**src/rtl/uart_rx_os.sv**
```systemverilog
// Oversampling UART receiver: 2-flop synchroniser, mid-bit 3-sample majority vote,
// parity/framing/break detection, first-word fall-through receive FIFO and RTS flow control.
module uart_rx_os #(
    parameter int DATA_BITS  = 8,
    parameter int OVERSAMPLE = 16,
    parameter int DIV_WIDTH  = 16,
    parameter int FIFO_DEPTH = 8,
    parameter int RTS_THRESH = FIFO_DEPTH - 2,
    parameter bit MSB_FIRST  = 1'b0
) (
    input  logic                          Clk,
    input  logic                          Rst_N,
    input  logic                          Rx_In,
    input  logic [DIV_WIDTH-1:0]          Baud_Div,
    input  logic [1:0]                    Cfg_Parity,
    input  logic                          Cfg_Stop2,
    output logic [DATA_BITS-1:0]          Rx_Data_Out,
    output logic [2:0]                    Rx_Error,
    output logic                          Data_Rdy_Out,
    input  logic                          Data_Ack_In,
    output logic                          Overrun,
    input  logic                          Overrun_Clr,
    output logic                          RTS,
    output logic [$clog2(FIFO_DEPTH):0]   Fifo_Count,
    output logic                          Busy
);

    localparam int OSW = $clog2(OVERSAMPLE);
    localparam int BCW = $clog2(DATA_BITS);
    localparam int AW  = $clog2(FIFO_DEPTH);
    localparam int CW  = AW + 1;
    localparam int WW  = DATA_BITS + 3;
    localparam int M   = OVERSAMPLE / 2;

    localparam logic [OSW-1:0] OS_A    = OSW'(M - 1);
    localparam logic [OSW-1:0] OS_B    = OSW'(M);
    localparam logic [OSW-1:0] OS_C    = OSW'(M + 1);
    localparam logic [OSW-1:0] OS_LAST = OSW'(OVERSAMPLE - 1);
    localparam logic [BCW-1:0] LAST_BIT = BCW'(DATA_BITS - 1);
    localparam logic [CW-1:0]  FULL_CNT = CW'(FIFO_DEPTH);
    localparam logic [CW-1:0]  RTS_CNT  = CW'(RTS_THRESH);

    typedef enum logic [2:0] {
        IDLE   = 3'd0,
        START  = 3'd1,
        DATA   = 3'd2,
        PARITY = 3'd3,
        STOP   = 3'd4,
        PUSH   = 3'd5
    } state_t;

    // Synchroniser and tick generator
    logic                 rx_s1, rx_s;
    logic [DIV_WIDTH-1:0] div_cnt;
    logic                 tick;

    assign tick = (div_cnt == Baud_Div);

    always_ff @(posedge Clk or negedge Rst_N) begin
        if (!Rst_N) begin
            rx_s1   <= 1'b1;
            rx_s    <= 1'b1;
            div_cnt <= '0;
        end else begin
            rx_s1   <= Rx_In;
            rx_s    <= rx_s1;
            div_cnt <= tick ? '0 : div_cnt + 1'b1;
        end
    end

    // Frame FSM registers and their next values
    state_t               state, state_n;
    logic [OSW-1:0]       os, os_n;
    logic [BCW-1:0]       bit_cnt, bit_cnt_n;
    logic [DATA_BITS-1:0] shreg, shreg_n;
    logic                 s0, s0_n, s1, s1_n;
    logic                 par_bit, par_bit_n;
    logic                 ferr, ferr_n;
    logic                 armed, armed_n;
    logic                 par_en, par_en_n;
    logic                 odd, odd_n;
    logic                 stop2, stop2_n;
    logic                 push_req;
    logic                 vote, os_last, is_break, par_err;
    logic [WW-1:0]        push_word;

    assign vote     = (s0 & s1) | (s0 & rx_s) | (s1 & rx_s);
    assign os_last  = (os == OS_LAST);
    assign is_break = (shreg == '0) && (!par_en || !par_bit) && ferr;
    assign par_err  = par_en && ((^shreg ^ par_bit) != odd);
    assign push_word = is_break ? {3'b101, {DATA_BITS{1'b0}}}
                                : {ferr, par_err, 1'b0, shreg};

    always_ff @(posedge Clk or negedge Rst_N) begin
        if (!Rst_N) begin
            state   <= IDLE;
            os      <= '0;
            bit_cnt <= '0;
            shreg   <= '0;
            s0      <= 1'b1;
            s1      <= 1'b1;
            par_bit <= 1'b0;
            ferr    <= 1'b0;
            armed   <= 1'b1;
            par_en  <= 1'b0;
            odd     <= 1'b0;
            stop2   <= 1'b0;
        end else begin
            state   <= state_n;
            os      <= os_n;
            bit_cnt <= bit_cnt_n;
            shreg   <= shreg_n;
            s0      <= s0_n;
            s1      <= s1_n;
            par_bit <= par_bit_n;
            ferr    <= ferr_n;
            armed   <= armed_n;
            par_en  <= par_en_n;
            odd     <= odd_n;
            stop2   <= stop2_n;
        end
    end

    always_comb begin
        state_n   = state;
        os_n      = os;
        bit_cnt_n = bit_cnt;
        shreg_n   = shreg;
        s0_n      = s0;
        s1_n      = s1;
        par_bit_n = par_bit;
        ferr_n    = ferr;
        armed_n   = armed;
        par_en_n  = par_en;
        odd_n     = odd;
        stop2_n   = stop2;
        push_req  = 1'b0;

        // Every in-frame state shares the per-bit tick counter and vote samples
        if (tick && (state != IDLE) && (state != PUSH)) begin
            if (os == OS_A) s0_n = rx_s;
            if (os == OS_B) s1_n = rx_s;
            os_n = os_last ? '0 : os + 1'b1;
        end

        case (state)
            IDLE: begin
                if (tick) begin
                    if (rx_s) begin
                        armed_n = 1'b1;
                    end else if (armed) begin
                        state_n   = START;
                        os_n      = '0;
                        bit_cnt_n = '0;
                        ferr_n    = 1'b0;
                        par_en_n  = (Cfg_Parity == 2'b01) || (Cfg_Parity == 2'b10);
                        odd_n     = (Cfg_Parity == 2'b10);
                        stop2_n   = Cfg_Stop2;
                    end
                end
            end
            START: begin
                if (tick) begin
                    if (os == OS_C && vote) begin
                        state_n = IDLE;
                    end else if (os_last) begin
                        state_n   = DATA;
                        bit_cnt_n = '0;
                    end
                end
            end
            DATA: begin
                if (tick) begin
                    if (os == OS_C) begin
                        if (MSB_FIRST) shreg_n = {shreg[DATA_BITS-2:0], vote};
                        else           shreg_n = {vote, shreg[DATA_BITS-1:1]};
                    end
                    if (os_last) begin
                        if (bit_cnt == LAST_BIT) begin
                            state_n   = par_en ? PARITY : STOP;
                            bit_cnt_n = '0;
                        end else begin
                            bit_cnt_n = bit_cnt + 1'b1;
                        end
                    end
                end
            end
            PARITY: begin
                if (tick) begin
                    if (os == OS_C) par_bit_n = vote;
                    if (os_last) begin
                        state_n   = STOP;
                        bit_cnt_n = '0;
                    end
                end
            end
            STOP: begin
                // Leave mid-bit on the last stop bit so a back-to-back start edge is seen
                if (tick) begin
                    if (os == OS_C) begin
                        if (!vote) ferr_n = 1'b1;
                        if (bit_cnt == {{(BCW-1){1'b0}}, stop2}) state_n = PUSH;
                    end else if (os_last) begin
                        bit_cnt_n = bit_cnt + 1'b1;
                    end
                end
            end
            PUSH: begin
                push_req = 1'b1;
                state_n  = IDLE;
                if (is_break) armed_n = 1'b0;
            end
            default: state_n = IDLE;
        endcase
    end

    assign Busy = (state != IDLE);

    // Receive FIFO. Handshake: Data_Rdy_Out is valid, Data_Ack_In is ready; the head
    // word is consumed on any Clk edge where both are 1 and stays stable until then.
    logic [WW-1:0] mem [FIFO_DEPTH];
    logic [AW-1:0] wr_ptr, rd_ptr;
    logic [CW-1:0] cnt;
    logic          pop, full, push_ok;

    assign full    = (cnt == FULL_CNT);
    assign pop     = (cnt != '0) && Data_Ack_In;
    assign push_ok = push_req && (!full || pop);

    always_ff @(posedge Clk) begin
        if (push_ok) mem[wr_ptr] <= push_word;
    end

    always_ff @(posedge Clk or negedge Rst_N) begin
        if (!Rst_N) begin
            wr_ptr  <= '0;
            rd_ptr  <= '0;
            cnt     <= '0;
            Overrun <= 1'b0;
        end else begin
            if (push_ok) wr_ptr <= wr_ptr + 1'b1;
            if (pop)     rd_ptr <= rd_ptr + 1'b1;
            case ({push_ok, pop})
                2'b10:   cnt <= cnt + 1'b1;
                2'b01:   cnt <= cnt - 1'b1;
                default: cnt <= cnt;
            endcase
            if (push_req && full && !pop) Overrun <= 1'b1;
            else if (Overrun_Clr)         Overrun <= 1'b0;
        end
    end

    assign Fifo_Count   = cnt;
    assign Data_Rdy_Out = (cnt != '0);
    assign RTS          = (cnt < RTS_CNT);
    assign Rx_Data_Out  = Data_Rdy_Out ? mem[rd_ptr][DATA_BITS-1:0] : '0;
    assign Rx_Error     = Data_Rdy_Out ? mem[rd_ptr][WW-1:DATA_BITS] : 3'b000;

endmodule
```
**config.mk**
```make
export PLATFORM = sky130hd
export DESIGN_NAME = uart_rx_os
export DESIGN_NICKNAME = d
export VERILOG_FILES = /design/src/rtl/uart_rx_os.sv
export SDC_FILE = /design/constraint.sdc
export NUM_CORES = 1
export LEC_CHECK = 0
export CAP_MARGIN = 5
export CORE_MARGIN = 2
export CORE_UTILIZATION = 50
export CTS_CLUSTER_SIZE = 8
export DETAILED_ROUTE_END_ITERATION = 7
export PLACE_DENSITY = 0.69
export SETUP_SLACK_MARGIN = 0.15
export SYNTH_ARGS = -nofsm -noshare
export SYNTH_HDL_FRONTEND = slang
export SYNTH_SLANG_ARGS = --single-unit
```
**constraint.sdc**
```tcl
create_clock -name Clk -period 3.1 [get_ports Clk]
set_input_delay 0.31 -clock Clk [delete_from_list [all_inputs] [get_ports Clk]]
set_output_delay 0.31 -clock Clk [all_outputs]
set_load 0.1 [all_outputs]
```
==> impl_metrics.tcl, run 1 <==
set metrics [dict create \
    max_freq_ghz 0.390 \
    critical-path-top-delay-family "flip-flops" \
    io_pins 43 \
    vias 3852 \
    outcome "finished, final reports clean" \
    synth_flop_cell "edfxtp_1" \
    clock_skew_ns 0.0130 \
    synthAdderAreaFrac 0.0337 \
    firstDrtPassIters 4 \
    grt_first_pass_wirelength_um 20200 \
    postRouteAntennaNets 0 \
    clockBufferDepth 2 \
    leakage_nw 2.99 \
    wire_per_inst_um 17.4 \
    die_width_um 118 \
    cp_num_buf_inv 2 \
    synth_area_leaders "edfxtp_1 40%, dfrtp_1 19%, mux4_2 7.6%" \
    core_um2 12700 \
    start_util 0.515 \
    dieArea_um2 14000 \
    cts.sinks 143 \
    viasPerCell 5.43 \
    powerDensity_nw_per_um2 876 \
    drv_slew 0 \
    synth_edf_count 88 \
    grt_antenna_before_repair 0 \
    avgSynthCellArea_um2 14.0 \
    fin_area_um2 7850 \
    path_cells "buf_4 -> mux4_2 -> mux2i_1 -> nor2_1 -> buf_12" \
    insertion_delay_ns 0.43 \
    critical_path.slowest_cell "dfrtp_1" \
    synth_nets 505 \
    cts_setup_buffers 0 \
    drv_cap 0 \
    synth_most_common_cell "edfxtp_1" \
    min_period_ns 2.57 \
    rsz0062_at_grt "no" \
    wl_um 12300 \
    numCtsBuffers 17 \
    finalSetupViolCount 0 \
    grt_max_degree 39 \
    overflow 0 \
    cpPeakStageDelay_ns 0.76 \
    synth_top_cell_by_area "edfxtp_1" \
    worstSetupPathType "flip-flop to primary output" \
    port-buffer-count 42 \
    clockRootBuffer "clkbuf_16" \
    n_antenna_cell 0 \
    hp-class "input port to flip-flop" \
    hpwl_um 8130 \
    place_ws_ns 0.437 \
    synth_xor_area_frac 0.0577 \
    cts.clk_slew.worst_paths_ns 0.06 \
    synth.ff_latch_count 143 \
    place_area_um2 7290 \
    yosys-top-cells-count "88 x edfxtp_1, 51 x nor2_1, 50 x dfrtp_1" \
    fin_nets 565 \
    synth_compound_area_frac 0.0337 \
    worstPathArrival_ns 2.26 \
    synthArstFlopShare 0.385 \
    slew_headroom 0.359 \
    hold_viol 0 \
    initialDrtViolationCount 207 \
    synth_area_um2 6530 \
    final.setup.tns_ns 0 \
    cts_tree "built" \
    crit_fanout 15 \
    die_h_um 118 \
    synthMuxAreaShare 0.126 \
    yosysWarningCount 0 \
    irDropWorstVdd_v 0.000427 \
    syn-instance-count 465 \
    fin_hold_ws_ns 0.295 \
    grt_use_total 0.190 \
    yosysTopAreaCellShare 0.405 \
    drc 0 \
    row_count 41 \
    min_period_over_period 0.828 \
    synth_top_family_by_area "multiplexers" \
    synth-simple-area-share 0.105 \
    ys_seq_area_frac 0.617 \
    rrSetupSlack_ns 0.56 \
    ctsHtreeMaxLevel 4 \
    synthDistinctLibCells 53 \
    startpoint_type "flip-flop" \
    drive_gt1_frac 0.188 \
    utilization 0.620 \
    tightest_slew_ns 0.959 \
    cp-end-kind "primary output" \
    cp.required_ns 2.79 \
    gp_congestion 0.789 \
    grt_pass1_vias 4033 \
    syn_to_final_growth_pct 20.3 \
    worst_slack_ns 0.533 \
]
## cell families after synthesis
| kind of cell | count (synthesis) |
|---|---|
| compound gates | 33 |
| xor+xnor | 43 |
| simple gates | 136 |
| flops | 143 |
| buf+inv | 39 |
| mux | 53 |
| fa+ha+maj | 18 |
## worst paths after layout
kind                           start              to  cells after the start
max in group asynchronous      Rst_N              s0                      3
max                        rd_ptr[1]  Rx_Data_Out[6]                      5
min reg2reg                    rx_s1            rx_s                      0
min                            Rx_In           rx_s1                      1
min in group asynchronous      Rst_N           os[1]                      2
max reg2reg                 state[1]   Fifo_Count[2]                     11
## state kept, by name (all words and copies together) (netlist names), 3 cells and up
| name | count |
|---|---|
| Fifo_Count | 4 |
| bit_cnt | 3 |
| div_cnt | 16 |
| mem | 88 |
| os | 4 |
| rd_ptr | 3 |
| shreg | 8 |
| state | 3 |
| wr_ptr | 3 |
## metal layers
metal,vias to the layer above,global-route usage,share of wire
li1,1816,-,-
met1,1930,0.223,0.41
met2,87,0.328,0.53
met3,19,0.0536,0.045
met4,0,0.0783,0.018
met5,-,0,0
## through the flow
stage	instances	total power, mW
3_3_place_gp	677	5.04
4_1_cts	710	6.94
5_1_grt	710	7.13
2_1_floorplan	465	4.21
3_5_place_dp	677	5.06
6_report	710	6.88
## cell usage in the layout (no fill, tap or decap), drive strengths merged, types with 3 or more instances in the layout
cell type / Yosys / routed
nor2: 51 / 51
clkdlybuf4s50: 0 / 23
o21ai: 7 / 7
a21oi: 13 / 13
or3: 3 / 3
clkbuf: 6 / 19
xor2: 13 / 13
nand2: 24 / 24
nand3: 8 / 8
nor4: 3 / 3
mux4: 22 / 22
and3: 6 / 6
a31oi: 4 / 4
nor3: 8 / 8
dfrtp: 50 / 50
nand2b: 7 / 7
edfxtp: 88 / 88
xnor2: 30 / 30
dfstp: 5 / 5
buf: 12 / 35
nor2b: 5 / 5
nand4: 11 / 11
clkinv: 1 / 8
mux2i: 21 / 21
mux2: 10 / 10
inv: 20 / 23
ha: 16 / 16
## final cells by class
cell class	count	area, um2
clock buffers	19	433
repair buffers	59	651
multi-input cells	283	2330
clock inverters	13	115
flip-flops and latches	143	4030
well taps	172	215
inverters	21	78.8
fillers	981	4820
## power breakdown
part / internal (mW) / leakage, nW / switching, mW
logic: 1.04 / 1.28 / 1.69
clock network: 1.10 / 0.263 / 0.778
registers: 2.08 / 1.45 / 0.185
total: 4.22 / 2.99 / 2.65
## timing repair
action                     CTS  global route
hold buffers                 1             0
gates resized for setup      0             0
setup endpoints to repair    0             0
hold endpoints to repair    31             0
No activity file was read; power rests on OpenSTA's default activity.
==> run 2: changes to the inputs <==
==> constraint.sdc (replaced) <==
create_clock -name Clk -period 2.48 [get_ports Clk]
set_input_delay 0.248 -clock Clk [delete_from_list [all_inputs] [get_ports Clk]]
set_output_delay 0.248 -clock Clk [all_outputs]
set_load 0.1 [all_outputs]
==> impl_metrics.tcl, run 2 (synthesis gave the netlist of run 1 again) <==
set metrics [dict create \
    grt_first_pass_wirelength_um 20400 \
    cp.required_ns 2.23 \
    hold_viol 0 \
    cts_tree "built" \
    core_um2 12700 \
    max_freq_ghz 0.435 \
    viasPerCell 5.43 \
    postRouteAntennaNets 0 \
    r2r-start "Fifo_Count[2]" \
    grt_use_met1 0.237 \
    crit_fanout 12 \
    grt-busiest-layer "met2" \
    wl_um 12500 \
    layout_commonest_cell "edfxtp_1" \
    cp-end-kind "primary output" \
    clockRootBuffer "clkbuf_16" \
    drc 0 \
    cts.sinks 143 \
    die_h_um 118 \
    drv_slew 0 \
    grt_use_total 0.190 \
    port-buffer-count 42 \
    hp-class "input port to flip-flop" \
    reg_top3 "mem (88), div_cnt (16), shreg (8)" \
    worstSetupPathType "flip-flop to primary output" \
    startpoint_type "flip-flop" \
    leakage_nw 3.08 \
    ctsHtreeMaxLevel 4 \
    gp_congestion 0.807 \
    die_width_um 118 \
    cts.clk_slew.worst_paths_ns 0.06 \
    outcome "finished, final reports clean" \
    drv_cap 0 \
    hpwl_um 8110 \
    min_period_over_period 0.927 \
    wire_per_inst_um 17.4 \
    nFillCells 958 \
    start_util 0.515 \
    grt.met3_usage 0.0405 \
    largest_register "mem" \
    vias 3905 \
    fin_nets 574 \
    layout_common_cells "88 x edfxtp_1, 45 x dfrtp_1, 40 x nor2_1" \
    grt_antenna_before_repair 0 \
    overflow 0 \
    fin_hold_ws_ns 0.238 \
    hold_path.startpoint "Rx_In" \
    clock_skew_ns 0.0135 \
    gr-usage-met2 0.322 \
    row_count 41 \
    final.setup.tns_ns 0 \
    drive_gt1_frac 0.252 \
    worstPathArrival_ns 2.05 \
    n_antenna_cell 0 \
    irDropWorstVdd_v 0.000547 \
    rsz0062_at_grt "yes" \
    tightest_slew_ns 0.583 \
    numCtsBuffers 17 \
    powerDensity_nw_per_um2 1110 \
    finalSetupViolCount 0 \
    grt_max_degree 35 \
    clockBufferDepth 2 \
    setup.worst_path.start "rd_ptr[0]" \
    largest_register_ffs 88 \
    min_period_ns 2.30 \
    io_pins 43 \
    dieArea_um2 14000 \
    syn_to_final_growth_pct 24.0 \
    firstDrtPassIters 4 \
    total_power_mw 8.98 \
    slew_headroom 0.610 \
    grt_pass1_vias 3960 \
    insertion_delay_ns 0.43 \
    initialDrtViolationCount 246 \
]
run 2: cell types whose count changed in the layout (fill, tap and decap cells not counted), sizes merged:
| cell | change |
|---|---|
| clkinvlp | +2 |
| buf | +9 |
| bufinv | +1 |
| clkinv | -3 |
| clkbuf | +1 |
| clkdlybuf4s50 | -1 |
run 2: timing repair:
action | 4_1_cts | 5_1_grt
endpoints found under the setup margin | 0 | 12
setup buffers | 0 | 2
resized for setup | 0 | 5
hold endpoints to repair | 21 | 0
hold buffers | 1 | 0
run 2: path summary, 6_finish.rpt:
check | to | slack, ns | cells after the start
min reg2reg | rx_s | 0.36 | 0
min in group asynchronous | div_cnt[6] | 0.35 | 2
max reg2reg | Fifo_Count[2] | 0.26 | 11
max | Rx_Error[1] | 0.18 | 5
max in group asynchronous | armed | 1.50 | 3
min | rx_s1 | 0.24 | 1
run 2: final cells by class:
class	instances	area, um2	share of cell area
clock buffers	19	433	0.0535
clock inverters	13	138	0.0170
inverters	21	78.8	0.00975
repair buffers	68	771	0.0953
well taps	172	215	0.0266
flip-flops and latches	143	4030	0.499
multi-input cells	283	2420	0.299
run 2: power breakdown:
group / internal (mW) / switching (mW)
Combinational: 1.46 / 2.29
Clock: 1.48 / 0.968
Sequential: 2.62 / 0.165
run 2: per-stage QoR:
step | cell area (um2) | setup slack, ns | instances | utilization
after floorplan | 6630 | 0.0117 | 465 | -
after global placement | 7450 | 0.169 | 683 | 0.588
after detailed placement | 7450 | 0.130 | 683 | 0.588
after CTS | 8030 | 0.157 | 716 | 0.634
after global routing | 8090 | 0.120 | 719 | 0.638
final | 8090 | 0.181 | 719 | 0.638
run 2: worst max-delay path: stages, from the launching register on:
cell	delay, ns
dfrtp_2	0.44
buf_12	0.19
mux4_2	0.53
mux2i_2	0.21
nor2_2	0.08
buf_12	0.17
run 2: metal layers:
metal	part of all wire	vias to the layer above
li1	-	1842
met1	0.43	1977
met2	0.51	69
met3	0.035	17
met4	0.020	0
met5	0	-
